## src/rtl/sfp_pkg.sv

```systemverilog
// rtl/sfp_pkg.sv - shared types and arithmetic helpers for the sfp add/sub pipeline
// Contents:
//   sfp_op_e     - per-transaction operation (SFP_ADD, SFP_SUB)
//   sfp_rs_t     - resize result: overflow flag plus sign-extended value
//   sfp_max      - integer maximum
//   sfp_full_iw  - integer bits needed to hold a sum/difference exactly
//   sfp_resize   - re-format a full-width result to OIW/OQW and detect overflow
package sfp_pkg;

    typedef enum logic {
        SFP_ADD = 1'b0,
        SFP_SUB = 1'b1
    } sfp_op_e;

    // Width of the scratch arithmetic inside sfp_resize; formats must fit below it.
    localparam int SFP_CALC_W = 64;

    typedef struct packed {
        logic                  ovf;
        logic [SFP_CALC_W-1:0] val;
    } sfp_rs_t;

    function automatic int sfp_max(input int a, input int b);
        return (a > b) ? a : b;
    endfunction

    function automatic int sfp_full_iw(input int iw1, input int iw2);
        return sfp_max(iw1, iw2) + 1;
    endfunction

    // full: sign-extended value with qa fraction bits.
    // Result val holds the re-formatted value; only its low oiw+oqw bits are meaningful.
    function automatic sfp_rs_t sfp_resize(input logic [SFP_CALC_W-1:0] full,
                                           input int qa, input int oiw,
                                           input int oqw, input logic sat);
        sfp_rs_t                r;
        logic signed [SFP_CALC_W-1:0] v;
        logic signed [SFP_CALC_W-1:0] t;
        int                     wo;
        wo = oiw + oqw;
        // Arithmetic right shift drops fraction LSBs, i.e. rounds toward -inf.
        if (oqw <= qa) begin
            v = $signed(full) >>> (qa - oqw);
        end else begin
            v = $signed(full) <<< (oqw - qa);
        end
        // The value fits when re-extending its low wo bits reproduces it.
        t = (v <<< (SFP_CALC_W - wo)) >>> (SFP_CALC_W - wo);
        r.ovf = (t != v);
        r.val = v;
        if (sat && r.ovf) begin
            r.val = v[SFP_CALC_W-1] ? (64'd1 << (wo - 1))
                                    : ((64'd1 << (wo - 1)) - 64'd1);
        end
        return r;
    endfunction

endpackage

```

## src/rtl/sfp_pipe_reg.sv

```systemverilog
// rtl/sfp_pipe_reg.sv - one valid/ready register slice
// Ports:
//   clk, rst_n          clock, asynchronous active-low reset
//   in_valid/in_ready   upstream handshake, in_data captured on transfer
//   out_valid/out_ready downstream handshake, out_data held until transfer
// The slot frees only when the downstream side takes it, so out_data is stable
// while stalled; data is zeroed in reset so outputs read 0.
module sfp_pipe_reg #(
    parameter int DW = 8
) (
    input  logic          clk,
    input  logic          rst_n,
    input  logic          in_valid,
    output logic          in_ready,
    input  logic [DW-1:0] in_data,
    output logic          out_valid,
    input  logic          out_ready,
    output logic [DW-1:0] out_data
);

    assign in_ready = !out_valid || out_ready;

    always_ff @(posedge clk or negedge rst_n) begin
        if (!rst_n) begin
            out_valid <= 1'b0;
            out_data  <= '0;
        end else if (in_valid && in_ready) begin
            out_valid <= 1'b1;
            out_data  <= in_data;
        end else if (out_ready) begin
            out_valid <= 1'b0;
        end
    end

endmodule

```

## src/rtl/sfp_addsub_pipe.sv

```systemverilog
// rtl/sfp_addsub_pipe.sv - 2-stage multi-lane signed fixed-point adder/subtractor
// Ports:
//   clk, rst_n            clock, asynchronous active-low reset
//   in_valid/in_ready     operand handshake; in_sub selects in1-in2 (1) or in1+in2 (0)
//   in1_val, in2_val      lane k at [k*W1 +: W1] / [k*W2 +: W2]
//   out_valid/out_ready   result handshake
//   out_val, out_ovf      per-lane result (OIW.OQW) and overflow flag
//   ovf_sticky, ovf_clr   accumulated overflow of handed-off results, synchronous clear
// Build option: SFP_ADDSUB_SAT_EN saturates overflowed results instead of wrapping.
module sfp_addsub_pipe
    import sfp_pkg::*;
#(
    parameter int LANES = 3,
    parameter int IW1   = 8,
    parameter int QW1   = 16,
    parameter int IW2   = 8,
    parameter int QW2   = 16,
    parameter int OIW   = 9,
    parameter int OQW   = 16
) (
    input  logic                         clk,
    input  logic                         rst_n,
    input  logic                         in_valid,
    output logic                         in_ready,
    input  logic                         in_sub,
    input  logic [LANES*(IW1+QW1)-1:0]   in1_val,
    input  logic [LANES*(IW2+QW2)-1:0]   in2_val,
    output logic                         out_valid,
    input  logic                         out_ready,
    output logic [LANES*(OIW+OQW)-1:0]   out_val,
    output logic [LANES-1:0]             out_ovf,
    output logic                         ovf_sticky,
    input  logic                         ovf_clr
);

    localparam int W1 = IW1 + QW1;
    localparam int W2 = IW2 + QW2;
    localparam int WO = OIW + OQW;
    localparam int WA = sfp_full_iw(IW1, IW2);
    localparam int QA = sfp_max(QW1, QW2);
    localparam int WF = WA + QA;

`ifdef SFP_ADDSUB_SAT_EN
    localparam logic SAT = 1'b1;
`else
    localparam logic SAT = 1'b0;
`endif

    if (LANES < 1 || IW1 < 1 || IW2 < 1 || QW1 < 0 || QW2 < 0 || OIW < 1 || OQW < 0) begin : g_bad_fmt
        $error("sfp_addsub_pipe: illegal lane count or format widths");
    end
    if (OQW > QA) begin : g_bad_oqw
        $error("sfp_addsub_pipe: OQW exceeds the aligned fraction width");
    end
    if (WF >= SFP_CALC_W || WO >= SFP_CALC_W) begin : g_bad_width
        $error("sfp_addsub_pipe: formats too wide for the resize helper");
    end

    sfp_op_e op;
    assign op = sfp_op_e'(in_sub);

    logic [LANES*WF-1:0] s1_d;
    logic [LANES*WF-1:0] s1_q;
    logic                s1_valid;
    logic                s1_ready;
    logic [LANES*WO-1:0] s2_val_d;
    logic [LANES-1:0]    s2_ovf_d;

    // Stage-1 input: align both operands to WA.QA and combine at full width,
    // where every sum/difference (including minus the most-negative in2) is exact.
    for (genvar k = 0; k < LANES; k++) begin : g_s1_lane
        logic [W1-1:0] x1;
        logic [W2-1:0] x2;
        logic [WF-1:0] a_al;
        logic [WF-1:0] b_al;
        assign x1   = in1_val[k*W1 +: W1];
        assign x2   = in2_val[k*W2 +: W2];
        assign a_al = {{(WF-W1){x1[W1-1]}}, x1} << (QA - QW1);
        assign b_al = {{(WF-W2){x2[W2-1]}}, x2} << (QA - QW2);
        assign s1_d[k*WF +: WF] = (op == SFP_SUB) ? (a_al - b_al) : (a_al + b_al);
    end

    sfp_pipe_reg #(.DW(LANES*WF)) u_s1 (
        .clk       (clk),
        .rst_n     (rst_n),
        .in_valid  (in_valid),
        .in_ready  (in_ready),
        .in_data   (s1_d),
        .out_valid (s1_valid),
        .out_ready (s1_ready),
        .out_data  (s1_q)
    );

    for (genvar k = 0; k < LANES; k++) begin : g_s2_lane
        logic [WF-1:0] f;
        sfp_rs_t       rs;
        logic          unused_hi;
        assign f  = s1_q[k*WF +: WF];
        assign rs = sfp_resize({{(SFP_CALC_W-WF){f[WF-1]}}, f}, QA, OIW, OQW, SAT);
        assign s2_val_d[k*WO +: WO] = rs.val[WO-1:0];
        assign s2_ovf_d[k]          = rs.ovf;
        assign unused_hi            = ^rs.val[SFP_CALC_W-1:WO];
    end

    sfp_pipe_reg #(.DW(LANES*WO + LANES)) u_s2 (
        .clk       (clk),
        .rst_n     (rst_n),
        .in_valid  (s1_valid),
        .in_ready  (s1_ready),
        .in_data   ({s2_ovf_d, s2_val_d}),
        .out_valid (out_valid),
        .out_ready (out_ready),
        .out_data  ({out_ovf, out_val})
    );

    // A set event in the same cycle as ovf_clr must win.
    always_ff @(posedge clk or negedge rst_n) begin
        if (!rst_n) begin
            ovf_sticky <= 1'b0;
        end else if (out_valid && out_ready && (|out_ovf)) begin
            ovf_sticky <= 1'b1;
        end else if (ovf_clr) begin
            ovf_sticky <= 1'b0;
        end
    end

endmodule

```

## config.mk

```make
export PLATFORM = sky130hd
export DESIGN_NAME = sfp_addsub_pipe
export DESIGN_NICKNAME = d
export VERILOG_FILES = /design/src/rtl/sfp_pkg.sv /design/src/rtl/sfp_pipe_reg.sv /design/src/rtl/sfp_addsub_pipe.sv
export SDC_FILE = /design/constraint.sdc
export NUM_CORES = 1
export LEC_CHECK = 0
export CORE_MARGIN = 3
export CORE_UTILIZATION = 43
export CTS_CLUSTER_DIAMETER = 40
export CTS_CLUSTER_SIZE = 12
export DETAILED_ROUTE_END_ITERATION = 6
export PLACE_DENSITY_LB_ADDON = 0.05
export SYNTH_ARGS = -nofsm -noshare
export SYNTH_HDL_FRONTEND = slang
export SYNTH_SLANG_ARGS = --single-unit
```

## constraint.sdc

```tcl
create_clock -name clk -period 3.3 [get_ports clk]
set_input_delay 0.33 -clock clk [delete_from_list [all_inputs] [get_ports clk]]
set_output_delay 0.33 -clock clk [all_outputs]
set_load 0.01 [all_outputs]
```

# Yosys cells after proc, flatten, opt, wreduce, memory -nomap -nowiden
# Cells that the tools add are included.
dict set report classes {
  muxes 8
  n_reduce_logical 8
  n_addsub 6
}
# operator n
set ops {}
lappend ops {{$add A24 B24 Y25} 3}
lappend ops {{$mux W25} 3}
lappend ops {{$sub A24 B24 Y25} 3}
lappend ops {{$mux W1} 5}
lappend ops {{$reduce_bool A2 Y1} 2}
lappend ops {{$logic_and A1 B1 Y1} 2}
lappend ops {{$logic_not A1 Y1} 2}
lappend ops {{$logic_or A1 B1 Y1} 2}
dict set report word_totals {
  elab_cells 27
  in_bits 150
  reg_bits 153
  output_inout_bits 81
}

# Longest topological paths before layout
# Gate-level depths: netlist of the first run.
dict set report logic_depth {
  depth_word 5
  ltp_mapped 16
  ltp_nobuf 15
}

# Cells and area by module
# From an unflattened synthesis of the first run, not the netlist that was laid out.
dict set report hier_totals {
  cells_unflattened 1119
  area_unflattened_um2 11439.7
}
# mod seq_area_each_um2 area_per_inst_um2 cells_per_inst n_inst
set modules_own_cells {}
lappend modules_own_cells {sfp_addsub_pipe 25.0 5328.9 789 1}
lappend modules_own_cells {{sfp_pipe_reg at u_s1} 1901.8 3090.5 162 1}
lappend modules_own_cells {{sfp_pipe_reg at u_s2} 1976.9 3020.4 168 1}

# Worst setup path before layout of the first run
# Ideal clock, no wire load.
dict set report synth_timing {
  path_type {in2reg}
  start {input in2_val[11]}
  end {register u_s1.out_data[21]}
  arrival_time_ps 3299
  slack_ps -81
  n_path_buf 1
  path_stages 14
  required_time_ps 3218
  setup_time_ps 82
  cell_sequence {or4_1 > nor4_1 > and3_1 > nor2_1 > xnor2_1 > ha_1 > clkbuf_1 > nand2_1 > o21a_1 > o21ai_0 > or3_1 > a21oi_1 > or3_1 > a31oi_1}
}
dict set report synth_between {
  elab_chain_len 2
  word_cells_on_any_way 3
  classes_between {add/sub: 2; mux: 1}
}
# element line
set synth_lines {}
lappend synth_lines {{start, declared} sfp_addsub_pipe.sv:27} ;# input logic [LANES*(IW2+QW2)-1:0] in2_val,
lappend synth_lines {{$add A24 B24 Y25 / $sub A24 B24 Y25 (equally long branches)} sfp_addsub_pipe.sv:80} ;# assign s1_d[k*WF +: WF] = (op == SFP_SUB) ? (a_al - b_al) : (a_al + b_al);
lappend synth_lines {{$mux W25 (*)} sfp_addsub_pipe.sv:80}
lappend synth_lines {{end signal, assigned} sfp_pipe_reg.sv:29} ;# out_data <= in_data;
lappend synth_lines {{end, declared} sfp_pipe_reg.sv:18} ;# output logic [DW-1:0] out_data
# Mark *: on every way between the ends. The rest lies on a longest branch, timed or not.
# A chain may end at the register's enable or synchronous reset.

# Worst setup path after layout of the first run
dict set report layout_timing {
  start {input in2_val[50]}
  end {register u_s1.out_data[73]}
}
# Same word-level chain as after synthesis.

==> results of run 1 <==
==> tightest hold or removal path: cells and delay by family <==
kind / cells / cell delay, ps
buf+inv: 1 / 200
fa+ha+maj: 1 / 180
compound gates: 1 / 80
==> Yosys cell counts (all sizes together), types with 11 or more instances <==
master	count
buf	11
xor2	25
nand2	122
nand4	13
o21a	18
a21oi	111
inv	48
xnor2	93
dfrtp	152
o21ai	105
ha	75
clkbuf	37
nor4	12
nand3	13
mux2	74
nand2b	16
a21o	24
and3	12
a31oi	15
nor3	35
nor2	90
==> stage by stage <==
step	area (sq um)	setup slack, ps	instances	setup TNS, ps	util [%]
after floorplan	10900	13.6	1228	0	-
after global placement	15600	-561	2019	-10260	63.4
after detailed placement	15600	-594	2019	-11670	63.4
after CTS	16200	-46.7	2052	-46.7	65.9
after global routing	16500	-64.8	2062	-214	67.1
final	16500	122	2064	0	67.1
==> state kept, by name, indices dropped and copies added (netlist names) <==
name	count
u_s1.out_data	75
u_s2.out_data	75
u_s1.out_valid	1
u_s2.out_valid	1
==> timing repair <==
action / 4_1_cts / 5_1_grt
resized for setup: 6 / 69
setup endpoints to repair: 6 / 29
pin swaps: 2 / 43
endpoints found under the hold margin: 73 / 0
buffers inserted: 0 / 10
hold buffers: 1 / 0
==> worst paths after layout <==
check	start	end	cells after the start
max in group asynchronous	rst_n	u_s1.out_data[2]$_DFFE_PN0P_	3
setup reg to reg	u_s2.out_valid$_DFFE_PN0P_	u_s1.out_data[74]$_DFFE_PN0P_	5
hold / removal	in2_val[48]	u_s1.out_data[50]$_DFFE_PN0P_	3
hold reg to reg	u_s1.out_data[53]$_DFFE_PN0P_	u_s1.out_data[53]$_DFFE_PN0P_	2
min in group asynchronous	rst_n	u_s1.out_data[54]$_DFFE_PN0P_	2
setup / recovery	in2_val[50]	u_s1.out_data[73]$_DFFE_PN0P_	17
==> power groups by stage <==
stage          clock, W  sequential (W)  combinational (W)
5_1_grt         0.00204         0.00292            0.00419
3_3_place_gp          0         0.00285            0.00368
3_5_place_dp          0         0.00288            0.00373
2_1_floorplan         0         0.00296            0.00162
6_report        0.00192         0.00284            0.00381
4_1_cts         0.00196         0.00285            0.00376
==> area by class of cell <==
| type | instances | area share [%] |
|---|---|---|
| tap | 324 | 2.45 |
| clock inverter | 14 | 0.833 |
| sequential | 152 | 23.0 |
| inverter | 48 | 1.09 |
| clock buffer | 18 | 2.66 |
| multi-input combinational | 980 | 42.1 |
| antenna | 2 | 0.0303 |
| timing repair buffer | 526 | 27.8 |
==> metal layers <==
layer  up-vias  track usage, %  routed length (microns)
li1       5400               -                        -
met1      4863            31.6                    14700
met2       216            37.8                    14900
met3        35            3.54                     1400
met4         0            7.05                      580
met5         -               0                        0
==> cells by family (layout without fill, tap and decap cells) <==
| family | Yosys count | after routing | share of synthesized area [%] |
|---|---|---|---|
| and+or+nand+nor | 356 | 356 | 15.6 |
| AOI/OAI and AO/OA | 343 | 343 | 19.0 |
| DFF | 152 | 152 | 35.0 |
| xor gates and xnor gates | 118 | 118 | 9.51 |
| buffers and inverters | 96 | 606 | 3.45 |
| muxes | 81 | 81 | 8.31 |
| adders and majority gates | 78 | 78 | 9.18 |
| other | 1 | 6 | 0.0345 |
==> impl_results.md, run 1 <==
* Die H at 165 microns
* Fillers at 2074
* Relative slew slack at 45.1%
* Number of pins with negative max-slew slack in the final report at 0
* Result of the run: finished, final reports clean
* Class of the most critical hold timing path: in -> reg
* Final Cycle Share at 96.3%
* Number of library cell types mapped by synthesis at 60
* DR vias/cell at 5.09
* Width of the die at 165 microns
* Delay of the slowest cell on the worst path at 470 ps
* Final Hold Vio Count at 0
* Detailed placer's ending HPWL at 25300 microns
* TritonCTS sink count at 152
* Global route total overflow at 0
* Synth Register Bits at 152
* Library cell occupying the most area in the post-synthesis netlist: dfrtp_1
* IO Port Bufs at 225
* Minimum period implied by the final worst setup slack at 3180 ps
* Most used flip-flop cell after synthesis: dfrtp_1
* Achievable frequency at 315 MHz
* Part of the total power dissipated in sequential elements at 33.2%
* Post-route antenna net violation count at 0
* CTS clk-pin slew, worst paths at 70 ps
* Placeable Area at 0.0246 sq mm
* Comb pwr share at 44.5%
* Post-Route Hold Slack at 415 ps
* Overall die area at 0.0272 sq mm
* Share of total power consumed by net switching at 33.1%
* Top-area cell type share of the netlist area at 35.0%
* Maximum number of pins on one net before global-route repair at 78
* Worst path cell trace: clkdlybuf4s50_1 -> nor2_2 -> buf_4 -> nand3b_1 -> buf_4 -> nor3_1 -> nor2_1 -> xnor2_1 -> ha_1 -> a21oi_1 -> o21ai_1 -> nor3_2 -> a21oi_2 -> a2111oi_2 -> buf_4 -> mux2i_1 -> o211ai_1
* Commonest cells after routing, fill and taps aside: buf_4 (296), clkdlybuf4s50_1 (211), dfrtp_1 (152)
* Syn Inst Count at 1225
* Iteration count of the initial detailed-routing pass at 7
* Total buffers and inverters traversed by the critical path at 4
* Most common cell after layout, fill and taps aside: buf_4
* Sequential Area at 0.00380 sq mm
* Critical path arrival at 3450 ps
* Slowest-stage cell, CP: clkdlybuf4s50_1
* Worst Setup End Kind: flop
* Clk Tree Root Cell: clkbuf_16
* Transition at the pin with the smallest max-transition slack at 824 ps
* Number of violations of the max-capacitance limit at 0
* Number of enable-type register cells in the synthesized netlist at 0
* Via Count at 10500
* Number of CTS-inserted buffers at 17
* CTS Buffer Depth at 2
* Top area cells in the synthesized netlist: dfrtp_1 (35%), ha_1 (8.6%), mux2_2 (7.7%)
* Psw at 0.00284 W
* Largest fanout of any net on the critical path at 5
* Pwr/cell area at 519 mW/mm^2
* Clock latency at the later pin of the worst-skew pair at 430 ps
* Setup skew after layout at 10.7 ps
* RSZ-0062 raised after global routing: yes
* CTS tree: built
* Area occupied by multi-input gates at 0.00696 sq mm
* Total DRC errors in the routed layout at 0
* Maximum vdd drop at 0.000285 V
* Mean area per synthesized cell at 8.87 sq um
* IO Count at 231
* Share of total power in the clock network at 22.4%
* Worst R2R Setup Slack at 1280 ps
* Wire length of the first global-routing pass at 50600 microns
* Async SR Flop Fraction at 100%
* RePlAce Congestion at 0.890
* Crit Path Class: in -> reg
* Synthesized cell area at 0.0109 sq mm
* Final Net Count at 1953
* Cell repeated most along the worst path: buf_4
* Vias in the first global route at 10400
* DRT Wirelength at 31600 microns
* Row count at 57
* Portion of the post-synthesis area used by sequential elements at 35.0%
* Initial standard-cell utilization of the core at 44.2%
* Worst endpoint required time at 3570 ps
* Fraction of final layout cells with drive strength greater than 1 at 26.5%
* Initial antenna violation count at 0
* CTS H-Tree Depth at 4
* Reported leakage power at 7.59 nW
* Total power consumption of the routed design at 0.00857 W
* Count of yosys warnings during synthesis at 0
* Crit start category: primary input
* All-Layer GR Usage at 23.1%
* Cell-internal power at 0.00573 W
* Signed area change from the synthesized netlist to the final layout at 52.0%
* # setup viols final at 0
* Drt wl/cell at 15.3 microns
* DR iter-0 viols at 542
* Critical path's top delay family: buffers and inverters
(Power assumes the default switching activity.)
==> run 2: changes to the inputs <==
--- a/config.mk
+++ b/config.mk
@@ -11,6 +11,7 @@
 export CTS_CLUSTER_SIZE = 12
 export DETAILED_ROUTE_END_ITERATION = 6
 export PLACE_DENSITY_LB_ADDON = 0.05
+export SLEW_MARGIN = 20
 export SYNTH_ARGS = -nofsm -noshare
 export SYNTH_HDL_FRONTEND = slang
 export SYNTH_SLANG_ARGS = --single-unit
==> results of run 2 <==
No change in the layout: final DEF, timing and power equal those of run 1.
==> run 3: changes to the inputs <==
--- a/config.mk
+++ b/config.mk
@@ -5,7 +5,7 @@
 export SDC_FILE = /design/constraint.sdc
 export NUM_CORES = 1
 export LEC_CHECK = 0
-export CORE_MARGIN = 3
+export CORE_MARGIN = 4
 export CORE_UTILIZATION = 43
 export CTS_CLUSTER_DIAMETER = 40
 export CTS_CLUSTER_SIZE = 12
@@ -14,4 +14,5 @@
 export SLEW_MARGIN = 20
 export SYNTH_ARGS = -nofsm -noshare
 export SYNTH_HDL_FRONTEND = slang
+export SYNTH_HIERARCHICAL = 1
 export SYNTH_SLANG_ARGS = --single-unit
==> run 3 against run 2 <==
Effect of this change:
- the run now ends with negative setup slack left
- clock power rose by 2%
- combinational power up 25%
- routed wire length grew 5.3%
==> impl_results.md, run 3 <==
* Result of the run: finished with violations
* Violations in the final reports: negative setup slack
* DRT Wirelength at 33300 microns (+5.3%)
* Row count at 59 (+3.5%)
* RePlAce Congestion at 0.908 (+2.0%)
* Worst endpoint required time at 3610 ps (+40 ps)
* Total DRC errors in the routed layout at 0 (unchanged)
* Width of the die at 171 microns (+3.7%)
* Placeable Area at 0.0261 sq mm (+6.2%)
* Final standard cell count with taps included and fillers excluded at 2019 (-2.2%)
* Post-Route Hold Slack at 466 ps (+51.5 ps)
* Setup ws final at -22.2 ps (-144 ps)
* DR iter-0 viols at 554 (+2.2%)
* Critical path arrival at 3630 ps (+180 ps)
* Maximum vdd drop at 0.000346 V (+21%)
* Layout Cell Area excl Fill at 0.0177 sq mm (+7.0%)
* Fraction of the mapped netlist area in simple logic gates at 12.3% (-3.3 points)
* CTS clk-pin slew, worst paths at 70 ps (about the same)
* # setup viols final at 1 (+1)
* Part of the total power dissipated in sequential elements at 32.5% (-0.7 points)
* CTS H-Tree Depth at 4 (unchanged)
* Most used flip-flop cell after synthesis: dfrtp_1
* CTS tree: built
* Global route total overflow at 0 (unchanged)
* Final core area utilization at 67.7% (+0.52 points)
* Clock latency at the later pin of the worst-skew pair at 420 ps (about the same)
* Number of library cell types mapped by synthesis at 67 (+12%)
* Psw at 0.00323 W (+14%)
* Detailed placer's ending HPWL at 25700 microns (+1.6%)
* Pwr/cell area at 562 mW/mm^2 (+8.5%)
* Initial antenna violation count at 2 (+2)
* Wire length of the first global-routing pass at 51500 microns (+1.8%)
* Crit Path Class: in -> reg
* IO Port Bufs at 230 (+2.2%)
* Number of violations of the max-capacitance limit at 0 (unchanged)
* Share of total power consumed by net switching at 32.5% (-0.61 points)
* RSZ-0062 raised after global routing: yes
* Achievable frequency at 301 MHz (-4.3%)
* Post-placement worst setup slack at -832 ps (-237 ps)
* Number of enable-type register cells in the synthesized netlist at 0 (unchanged)
* Final Cycle Share at 101% (+4.4 points)
* Library cell occupying the most area in the post-synthesis netlist: dfrtp_1
* Combinational family with the most area after synthesis: multiplexers
* Post-synthesis mux area share at 17.6% (+9.3 points)
* Worst path cell trace: buf_8 -> inv_4 -> ha_4 -> or4b_4 -> or4_4 -> nor2_4 -> nor2_2 -> xnor2_1 -> ha_1 -> a21o_1 -> a21o_1 -> a2111oi_4 -> o41ai_2 -> a211oi_1 -> xnor2_1 -> mux2_4
* Leading registers by flop count: u_s2/out_data: 78 flops, u_s1/out_data: 75 flops
* Post-route antenna net violation count at 0 (unchanged)
* Number of CTS-inserted buffers at 17 (unchanged)
* Synthesized cell area at 0.0114 sq mm (+5.2%)
* Portion of the post-synthesis area used by sequential elements at 34.1% (-0.86 points)
* Adder-cell share of the synthesized area at 8.73% (-0.46 points)
* Largest fanout of any net on the critical path at 3 (-2)
* Most common cell after layout, fill and taps aside: buf_4
* Complex-gate fraction of the synthesized area at 14.2% (-4.7 points)
* Comb pwr share at 47.9% (+3.4 points)
* Overall die area at 0.0293 sq mm (+7.5%)
* Synth Register Bits at 156 (+2.6%)
* Most flop-heavy register: u_s2/out_data
* Vias in the first global route at 10400 (+0.16%)
* Class of the most critical hold timing path: in -> reg
* Mean area per synthesized cell at 10.2 sq um (+15%)
* Share of total power in the clock network at 19.7% (-2.7 points)
* Cell-internal power at 0.00671 W (+17%)
* Syn Inst Count at 1119 (-8.7%)
* Inst Count DP at 1955 (-3.2%)
* Minimum period implied by the final worst setup slack at 3320 ps (+144 ps)
* XOR/XNOR share of the synthesized area at 9.42% (-0.089 points)
* Setup skew after layout at 18.4 ps (+7.75 ps)
* Fraction of final layout cells with drive strength greater than 1 at 37.8% (+11 points)
* Iteration count of the initial detailed-routing pass at 7 (unchanged)
* TritonCTS sink count at 156 (+2.6%)
* Initial standard-cell utilization of the core at 43.8% (-0.41 points)
* DR vias/cell at 5.13 (+0.73%)
* Number of pins with negative max-slew slack in the final report at 0 (unchanged)
* Delay of the slowest cell on the worst path at 590 ps (+120 ps)
* Crit start category: primary input
* Placement Cell Area at 0.0163 sq mm (+4.7%)
* IO Count at 231 (unchanged)
* Count of yosys warnings during synthesis at 6 (+6)
* Signed area change from the synthesized netlist to the final layout at 54.6%
* Top cell types by occurrence after synthesis: dfrtp_1 (156), nor2_1 (113), xnor2_1 (96), mux2_2 (83), a21oi_1 (76)
* Final Net Count at 1899 (-2.8%)
* Dominant cell by count in the synthesized netlist: dfrtp_1
* Largest register FFs at 78
* CTS Buffer Depth at 2 (unchanged)
* Relative slew slack at 43.3% (-1.8 points)
* Top area cells in the synthesized netlist: dfrtp_1 (34%), mux2_4 (9.2%), ha_1 (8.2%)
* All-Layer GR Usage at 21.9% (-1.2 points)
* Top-area cell type share of the netlist area at 34.1% (-0.86 points)
* Drt wl/cell at 16.5 microns (+7.7%)
* Reported leakage power at 8.09 nW (+6.6%)
* Final Hold Vio Count at 0 (unchanged)
* Transition at the pin with the smallest max-transition slack at 851 ps (+26.9 ps)
* Via Count at 10400 (-1.5%)
* Async SR Flop Fraction at 100% (unchanged)
* Die H at 171 microns (+3.7%)
* Worst Setup End Kind: flop
* Commonest cells after routing, fill and taps aside: buf_4 (319), clkdlybuf4s50_1 (196), dfrtp_1 (156)
* Maximum number of pins on one net before global-route repair at 90 (+15%)
* Slowest-stage cell, CP: or4_4
* Clk Tree Root Cell: clkbuf_16
-- run 3: cell count changes in the layout (fill, tap and decap cells not counted), sizes merged, moves of 23 or more --
cell,previous run,this run
o21ai,105,49
nor2,90,113
a21oi,111,76
nand2,122,32
mux2,74,153
buf,302,335
-- run 3: kinds of logic (layout without fill, tap and decap cells) --
group                    after synthesis  count (layout)
AO/OA/AOI/OAI                        252             252
XOR/XNOR                             123             123
adder cells (fa/ha/maj)               78              78
buffers and inverters                 75             637
flip-flops                           156             156
multiplexers                         156             156
other                                  1               4
AND/OR/NAND/NOR                      278             278
-- run 3: path summary, 6_finish.rpt --
kind,slack [ps],startpoint,cells past startpoint,to
max,-20,in2_val[48],16,u_s1/out_data[71]$_DFFE_PN0P_
min,470,ovf_clr,2,ovf_sticky$_DFFE_PN0P_
max reg2reg,1370,u_s2/out_valid$_DFFE_PN0P_,5,u_s1/out_data[56]$_DFFE_PN0P_
min reg2reg,490,u_s1/out_data[56]$_DFFE_PN0P_,1,u_s2/out_data[56]$_DFFE_PN0P_
max in group asynchronous,1970,rst_n,3,u_s1/out_data[45]$_DFFE_PN0P_
min in group asynchronous,520,rst_n,2,ovf_sticky$_DFFE_PN0P_
-- run 3: worst max-delay path, delay by kind of cell --
| kind | cells | cell delay, ps |
|---|---|---|
| muxes | 1 | 270 |
| AOI/OAI and AO/OA | 5 | 1040 |
| adders and majority gates | 2 | 430 |
| and+or+nand+nor | 4 | 1210 |
| buffers and inverters | 2 | 140 |
| xor gates and xnor gates | 2 | 210 |
-- run 3: layout make-up --
| class | instances | area [sq um] |
|---|---|---|
| multi-input combinational | 890 | 7740 |
| timing repair buffer | 559 | 4870 |
| fill | 2084 | 8450 |
| sequential | 156 | 3900 |
| antenna | 1 | 2.50 |
| inverter | 47 | 181 |
| tap | 335 | 419 |
| clock inverter | 13 | 133 |
| clock buffer | 18 | 429 |
-- run 3: through the flow --
step	power [W]	TNS [ps]
2_1_floorplan	0.00556	-317
3_3_place_gp	0.00773	-23470
3_5_place_dp	0.00781	-24710
4_1_cts	0.00990	-24.7
5_1_grt	0.0105	-306
6_report	0.00994	-22.2
-- run 3: what timing repair did --
action                                  CTS  global route
buffers inserted                         16            15
hold buffers                              1             0
endpoints found under the hold margin     4             0
endpoints found under the setup margin   34            32
pin swaps                                51            83
resized for setup                        91            98
-- run 3: per-layer routing --
metal,up-vias,wire length [microns],GRT usage [%]
met5,-,25,0
met1,4960,15000,28.6
met4,4,481,5.55
met3,32,1450,3.90
li1,5141,-,-
met2,223,16400,37.9
-- run 3: power by group through the flow --
stage                     sequential [W]  clock (W)  combinational [W]
final                            0.00323    0.00196            0.00476
after global routing             0.00333    0.00208            0.00512
after CTS                        0.00324    0.00200            0.00466
after detailed placement         0.00326          0            0.00454
after global placement           0.00324          0            0.00449
after floorplan                  0.00335          0            0.00221
==> variant 1: new RTL, flow settings as in run 2 <==
Set the parameter `IW1` to 12 (it was 8).
--- a/src/rtl/sfp_addsub_pipe.sv
+++ b/src/rtl/sfp_addsub_pipe.sv
@@ -11,7 +11,7 @@
     import sfp_pkg::*;
 #(
     parameter int LANES = 3,
-    parameter int IW1   = 8,
+    parameter int IW1   = 12,
     parameter int QW1   = 16,
     parameter int IW2   = 8,
     parameter int QW2   = 16,
Ports: changed (resized in1_val); port bits go from 231 to 243. No check against the original RTL was run, so the function may have changed too.
==> variant 1 against run 2 <==
Non-clock buffer count is 32 higher. Power increased by 10%. Core utilization increased by 0.096 points. Sequential cell count increased by 16. Routed wire length is 10% higher. Area after synthesis up 8.9%. Largest power group unchanged. Clock power increased by 14%. Setup slack lost 0.076 ns. Critical path depth fell by 2. Synthesized cell count up 6.9%. Design area rose by 10%.
==> variant 1: results (changes against run 2) <==
Parameter                              Value

Run status
  Result of the run    complete, no violations

GRT
  First-pass GRT wire length    55.8 mm (+10%)
  Largest net degree at the start of global routing    89 (+14%)
  Via count of the first global-routing pass    11.4k (+9.5%)
  Antenna violations before repair    1 (+1)
  GRT Resource Usage Total    0.233 (+0.00207)

Worst setup path
  RR Endpoint    u_s2.out_data[25]$_DFFE_PN0P_
  Max stage delay cell, worst path    sky130_fd_sc_hd__or4_1
  Highest cell delay on the worst timing path    0.62 ns (+0.15 ns)
  Critical path destination    u_s1.out_data[57]$_DFFE_PN0P_
  Endpoint arrival time on the critical path    3.56 ns (+0.11 ns)
  Crit Path Max Fanout    3 (-2)
  Slack of the worst reg-to-reg path    1.39 ns (+0.11 ns)
  Beginning of the critical path    in2_val[38]

Detailed routing
  Wl on met1    15.7 mm (+6.5%)
  Length of the first detailed-routing pass in iterations    5 (-2)
  WL met3    1.73 mm (+23%)
  Total number of vias    11.4k (+8.7%)
  Routed WL per cell    15.9 µm (+3.6%)
  Routed length on met2    16.9 mm (+13%)
  Iteration-0 DRC Markers    516 (-4.8%)

Power
  Final Power    9.42 mW (+10%)
  Clock share of power    0.231 (+0.007)
  Internal cell power    6.29 mW (+9.8%)
  Leakage power of the design    8.32 nW (+9.5%)
  Combinational Power    4.12 mW (+8.1%)

Worst hold path
  Worst Hold Depth    4 (+1)
  Terminating pin of the worst hold path    u_s1.out_data[29]$_DFFE_PN0P_
  Hold Startpoint    in2_val[24]

Cells and area
  Count of inserted antenna diode cells    0 (-2)
  Total Nets Final    2090 (+7.0%)
  Fill cell total of the finished layout    2223 (+7.2%)
  Non-filler cells, final    2192 (+6.2%)

Synthesis
  Fraction of the yosys area taken by sequential cells    0.355 (+0.00512)
  Number of distinct library cell variants in the gate-level netlist after synthesis    66 (+10%)
  Post-Syn Area per Cell    9.04 µm² (+1.9%)
  Synth cell count leaders    sky130_fd_sc_hd__dfrtp_1, sky130_fd_sc_hd__o21ai_0, sky130_fd_sc_hd__nand2_1
  Most area-consuming cells after synthesis    sky130_fd_sc_hd__dfrtp_1, sky130_fd_sc_hd__ha_1, sky130_fd_sc_hd__xnor2_1, sky130_fd_sc_hd__mux2_2, sky130_fd_sc_hd__o21ai_0

Placed design
  Placed standard-cell area    0.0168 mm² (+7.9%)
  Routability congestion estimate    0.914 (+2.7%)
  IO buf count    242 (+7.6%)

Clock network
  Number of post-CTS setup repair buffers    5 (+5)
  H-Tree Level Count    4 (unchanged)
  Number of cells upsized or downsized after cts    70 (+64)

Timing
  Clock tree skew after final layout    0.0163 ns (+0.00560 ns)
variant 1: cell count changes after synthesis, moves of 11 or more:
cell,run 2,this run
sky130_fd_sc_hd__a21o_1,24,43
sky130_fd_sc_hd__nand2_1,122,133
sky130_fd_sc_hd__nor3_1,35,21
sky130_fd_sc_hd__nor2_1,90,107
sky130_fd_sc_hd__a21oi_1,111,98
sky130_fd_sc_hd__o21ai_0,101,138
sky130_fd_sc_hd__ha_1,75,87
sky130_fd_sc_hd__dfrtp_1,152,168
sky130_fd_sc_hd__inv_1,48,34
sky130_fd_sc_hd__xor2_1,25,41
variant 1: stage by stage:
stage	hold slack (ns)	TNS (ns)	util	setup WS, ns
finish	0.338	0	0.672	0.0458
global placement	0.358	-26.29	0.623	-0.846
CTS	0.322	0	0.655	0.00310
global route	0.342	-0.831	0.672	-0.123
floorplan	0.0344	-0.518	-	-0.138
detailed placement	0.359	-28.77	0.623	-0.892
variant 1: per-layer routing:
layer,vias up,track usage
met5,-,0
met3,29,0.0405
met1,5401,0.309
met2,263,0.401
met4,0,0.0514
li1,5731,-
variant 1: final cells by class:
class	count	share of cell area
multi-input combinational	1059	0.436
clock inverter	14	0.0103
inverter	34	0.00799
sequential	168	0.231
clock buffer	18	0.0236
tap	341	0.0235
timing repair buffer	558	0.267
variant 1: kinds of logic after synthesis:
logic type / count (synthesis) / synth area share
XOR/XNOR: 141 / 0.104
AND/OR/NAND/NOR: 362 / 0.142
flip-flops: 168 / 0.355
AO/OA/AOI/OAI: 381 / 0.195
buffers and inverters: 83 / 0.0266
adder cells (fa/ha/maj): 90 / 0.0970
multiplexers: 85 / 0.0800
variant 1: critical path: cells and delay by family:
kind            cells  cell delay (ns)
xor+xnor            2             0.28
simple gates        5             1.28
fa+ha+maj           1             0.30
buf+inv             2             0.58
compound gates      5             0.78
==> variant 2: new RTL, flow settings as in run 2 <==
Without the edit above. Register the output `out_ovf`, cleared by the reset; this adds one clock of latency there. The other outputs are not delayed to match.
--- a/src/rtl/sfp_addsub_pipe.sv
+++ b/src/rtl/sfp_addsub_pipe.sv
@@ -39,6 +39,8 @@
     localparam int WA = sfp_full_iw(IW1, IW2);
     localparam int QA = sfp_max(QW1, QW2);
     localparam int WF = WA + QA;
+
+    logic [LANES-1:0] out_ovf_d;
 
 `ifdef SFP_ADDSUB_SAT_EN
     localparam logic SAT = 1'b1;
@@ -110,19 +112,27 @@
         .in_data   ({s2_ovf_d, s2_val_d}),
         .out_valid (out_valid),
         .out_ready (out_ready),
-        .out_data  ({out_ovf, out_val})
+        .out_data  ({out_ovf_d, out_val})
     );
 
     // A set event in the same cycle as ovf_clr must win.
     always_ff @(posedge clk or negedge rst_n) begin
         if (!rst_n) begin
             ovf_sticky <= 1'b0;
-        end else if (out_valid && out_ready && (|out_ovf)) begin
+        end else if (out_valid && out_ready && (|out_ovf_d)) begin
             ovf_sticky <= 1'b1;
         end else if (ovf_clr) begin
             ovf_sticky <= 1'b0;
         end
     end
 
+    always_ff @(posedge clk or negedge rst_n) begin
+        if (!rst_n) begin
+            out_ovf <= '0;
+        end else begin
+            out_ovf <= out_ovf_d;
+        end
+    end
+
 endmodule
 
Function: no difference found for any inputs over 10 cycles, from zero or initial values and one cycle with rst_n low; that may be too few to reach the edited logic, so the function may still have changed.
==> variant 2 against run 2 <==
First-iteration DRC count is 12% lower. Register-to-register slack worse by 0.02 ns. Power is 0.55% lower. Count of clock-buffer cells in the layout is 1 higher. Setup slack worse by 0.044 ns. Routed wire length is 1.9% lower. Worst hold slack worse by 0.053 ns. Sequential cell count stayed put. Core utilization hardly changed. Design area is 0.24% lower. Area after synthesis is 0.14% lower.
==> variant 2: results (changes against run 2) <==
Parameter                              Value

Placed design
  Placed insts    1978 (-2.0%)
  IO buf count    225 (unchanged)
  Worst slack after detailed placement    -0.593 ns (+0.00167 ns)
  DP HPWL    24.4 mm (-3.4%)
  Placed standard-cell area    0.0155 mm² (-0.79%)
  Routability congestion estimate    0.873 (-1.9%)

Power
  Leakage power of the design    7.51 nW (-1.1%)
  VDD IR-drop max    0.386 mV (+35%)

Detailed routing
  Drt via density    5.22 (+2.4%)
  Iteration-0 DRC Markers    475 (-12%)
  Routed WL per cell    15.3 µm (-0.17%)
  Length of the first detailed-routing pass in iterations    5 (-2)
  Total number of vias    10.6k (+0.64%)

Clock network
  Clock buffers created by TritonCTS    17 (unchanged)
  H-Tree Level Count    4 (unchanged)
  Number of post-CTS setup repair buffers    11 (+11)
  Number of cells upsized or downsized after cts    32 (+26)
  Total of hold buffers inserted after clock tree synthesis    1 (unchanged)
  Clock edge transition at the registers on the reported setup and hold paths    0.07 ns (about the same)
  Clock insertion delay at the later pin of the skew report    0.42 ns
  Buffer cell driving the clock tree root    sky130_fd_sc_hd__clkbuf_16

Synthesis
  Async S/R FF share, synth    1.00 (unchanged)
  Number of distinct library cell variants in the gate-level netlist after synthesis    65 (+8.3%)
  Post-Syn Area per Cell    9.04 µm² (+1.9%)
  Fraction of the yosys area taken by sequential cells    0.350 (+0.000484)
  Synth cell count leaders    sky130_fd_sc_hd__dfrtp_1, sky130_fd_sc_hd__nand2_1, sky130_fd_sc_hd__xnor2_1
  Syn. warnings    0 (unchanged)
  Most area-consuming cells after synthesis    sky130_fd_sc_hd__dfrtp_1, sky130_fd_sc_hd__ha_1, sky130_fd_sc_hd__mux2_2, sky130_fd_sc_hd__xnor2_1, sky130_fd_sc_hd__nand2_1

Cells and area
  Count of inserted antenna diode cells    0 (-2)
  Total Nets Final    1919 (-1.7%)
  Share of cells above drive strength 1    0.274 (+0.00881)
  Largest regs    u_s1.out_data x75, u_s2.out_data x75

Timing
  Relative slew slack    0.414 (-0.0368)
  Peak Freq    0.310 GHz (-1.4%)
  Clock tree skew after final layout    0.0108 ns (+0.000175 ns)

Worst setup path
  Cell count of the worst reg-to-reg path    5 (unchanged)
  Crit Path Max Fanout    3 (-2)
  Endpoint arrival time on the critical path    3.58 ns (+0.13 ns)
  Crit Reg-Reg Startpoint    u_s1.out_valid$_DFFE_PN0P_
  Beginning of the critical path    in2_val[49]
  Critical path destination    u_s1.out_data[74]$_DFFE_PN0P_
  Slack of the worst reg-to-reg path    1.26 ns (-0.02 ns)

GRT
  Largest net degree at the start of global routing    63 (-19%)
  GRT Resource Usage Total    0.226 (-0.00466)
  First-pass GRT wire length    49.9 mm (-1.3%)
  Via count of the first global-routing pass    10.5k (+0.79%)
  Antenna violations before repair    1 (+1)

Worst hold path
  Worst Hold Depth    3 (unchanged)
  Hold crit path type    in2reg

Run status
  Result of the run    complete, no violations
==> variant 2: changes by cell type after synthesis, sizes merged, moves of 7 or more <==
cell / before / now
nand3: 13 / 20
nor2b: 6 / 13
o21ai: 105 / 92
a21o: 24 / 34
a211oi: 6 / 15
a21oi: 111 / 86
inv: 48 / 34
==> variant 2: area by class of cell <==
class	count	area [µm²]
clock buffers	19	443
clock inverters	13	135
fillers	2075	8050
inverters	34	128
multi-input cells	970	7050
flip-flops and latches	152	3800
well taps	324	405
repair buffers	516	4510
==> variant 2: report_power, final <==
group,internal (mW),total [mW],switching (mW)
clock network,1.08,1.93,0.854
logic,2.15,3.76,1.62
registers,2.49,2.82,0.338
total,5.71,8.52,2.81
==> variant 2: worst min path at each step <==
stage,startpoint,slack (ns),endpoint
floorplan,rst_n,0.03,u_s1.out_data[0]$_DFFE_PN0P_
global placement,rst_n,0.32,u_s2.out_data[58]$_DFFE_PN0P_
detailed placement,rst_n,0.32,u_s2.out_data[58]$_DFFE_PN0P_
CTS,rst_n,0.44,u_s2.out_data[58]$_DFFE_PN0P_
global route,in2_val[0],0.38,u_s1.out_data[0]$_DFFE_PN0P_
finish,in2_val[0],0.36,u_s1.out_data[0]$_DFFE_PN0P_
==> variant 2: critical path, cell delays in order <==
cell                              delay (ns)
sky130_fd_sc_hd__clkdlybuf4s15_2        0.20
sky130_fd_sc_hd__inv_2                  0.08
sky130_fd_sc_hd__ha_4                   0.13
sky130_fd_sc_hd__or4b_4                 0.46
sky130_fd_sc_hd__or2_4                  0.28
sky130_fd_sc_hd__nor3b_4                0.27
sky130_fd_sc_hd__nor2_2                 0.06
sky130_fd_sc_hd__xnor2_1                0.14
sky130_fd_sc_hd__ha_1                   0.34
sky130_fd_sc_hd__inv_1                  0.07
sky130_fd_sc_hd__o21bai_1               0.19
sky130_fd_sc_hd__a21oi_2                0.10
sky130_fd_sc_hd__o21a_1                 0.19
sky130_fd_sc_hd__o31a_1                 0.14
sky130_fd_sc_hd__buf_4                  0.15
sky130_fd_sc_hd__or3_1                  0.36
sky130_fd_sc_hd__nand3_1                0.09
==> variant 2: per-layer routing <==
metal	global-route usage	part of all wire	up-vias
met4	0.0587	0.015	2
met1	0.297	0.45	4988
met5	0	0.00023	-
met3	0.0549	0.058	32
li1	-	-	5331
met2	0.375	0.48	228
==> variant 2: cell families after synthesis <==
logic type	after synthesis	share of synthesized area
compound gates	328	0.191
buf+inv	82	0.0297
xor+xnor	113	0.0912
fa+ha+maj	78	0.0920
simple gates	367	0.163
mux	80	0.0824
other cells	1	0.000345
flops	152	0.350
==> variant 2: metrics by stage <==
step / power [mW] / hold WS [ns]
global route: 9.10 / 0.383
CTS: 8.57 / 0.437
floorplan: 4.58 / 0.0344
detailed placement: 6.55 / 0.323
finish: 8.52 / 0.362
global placement: 6.48 / 0.324
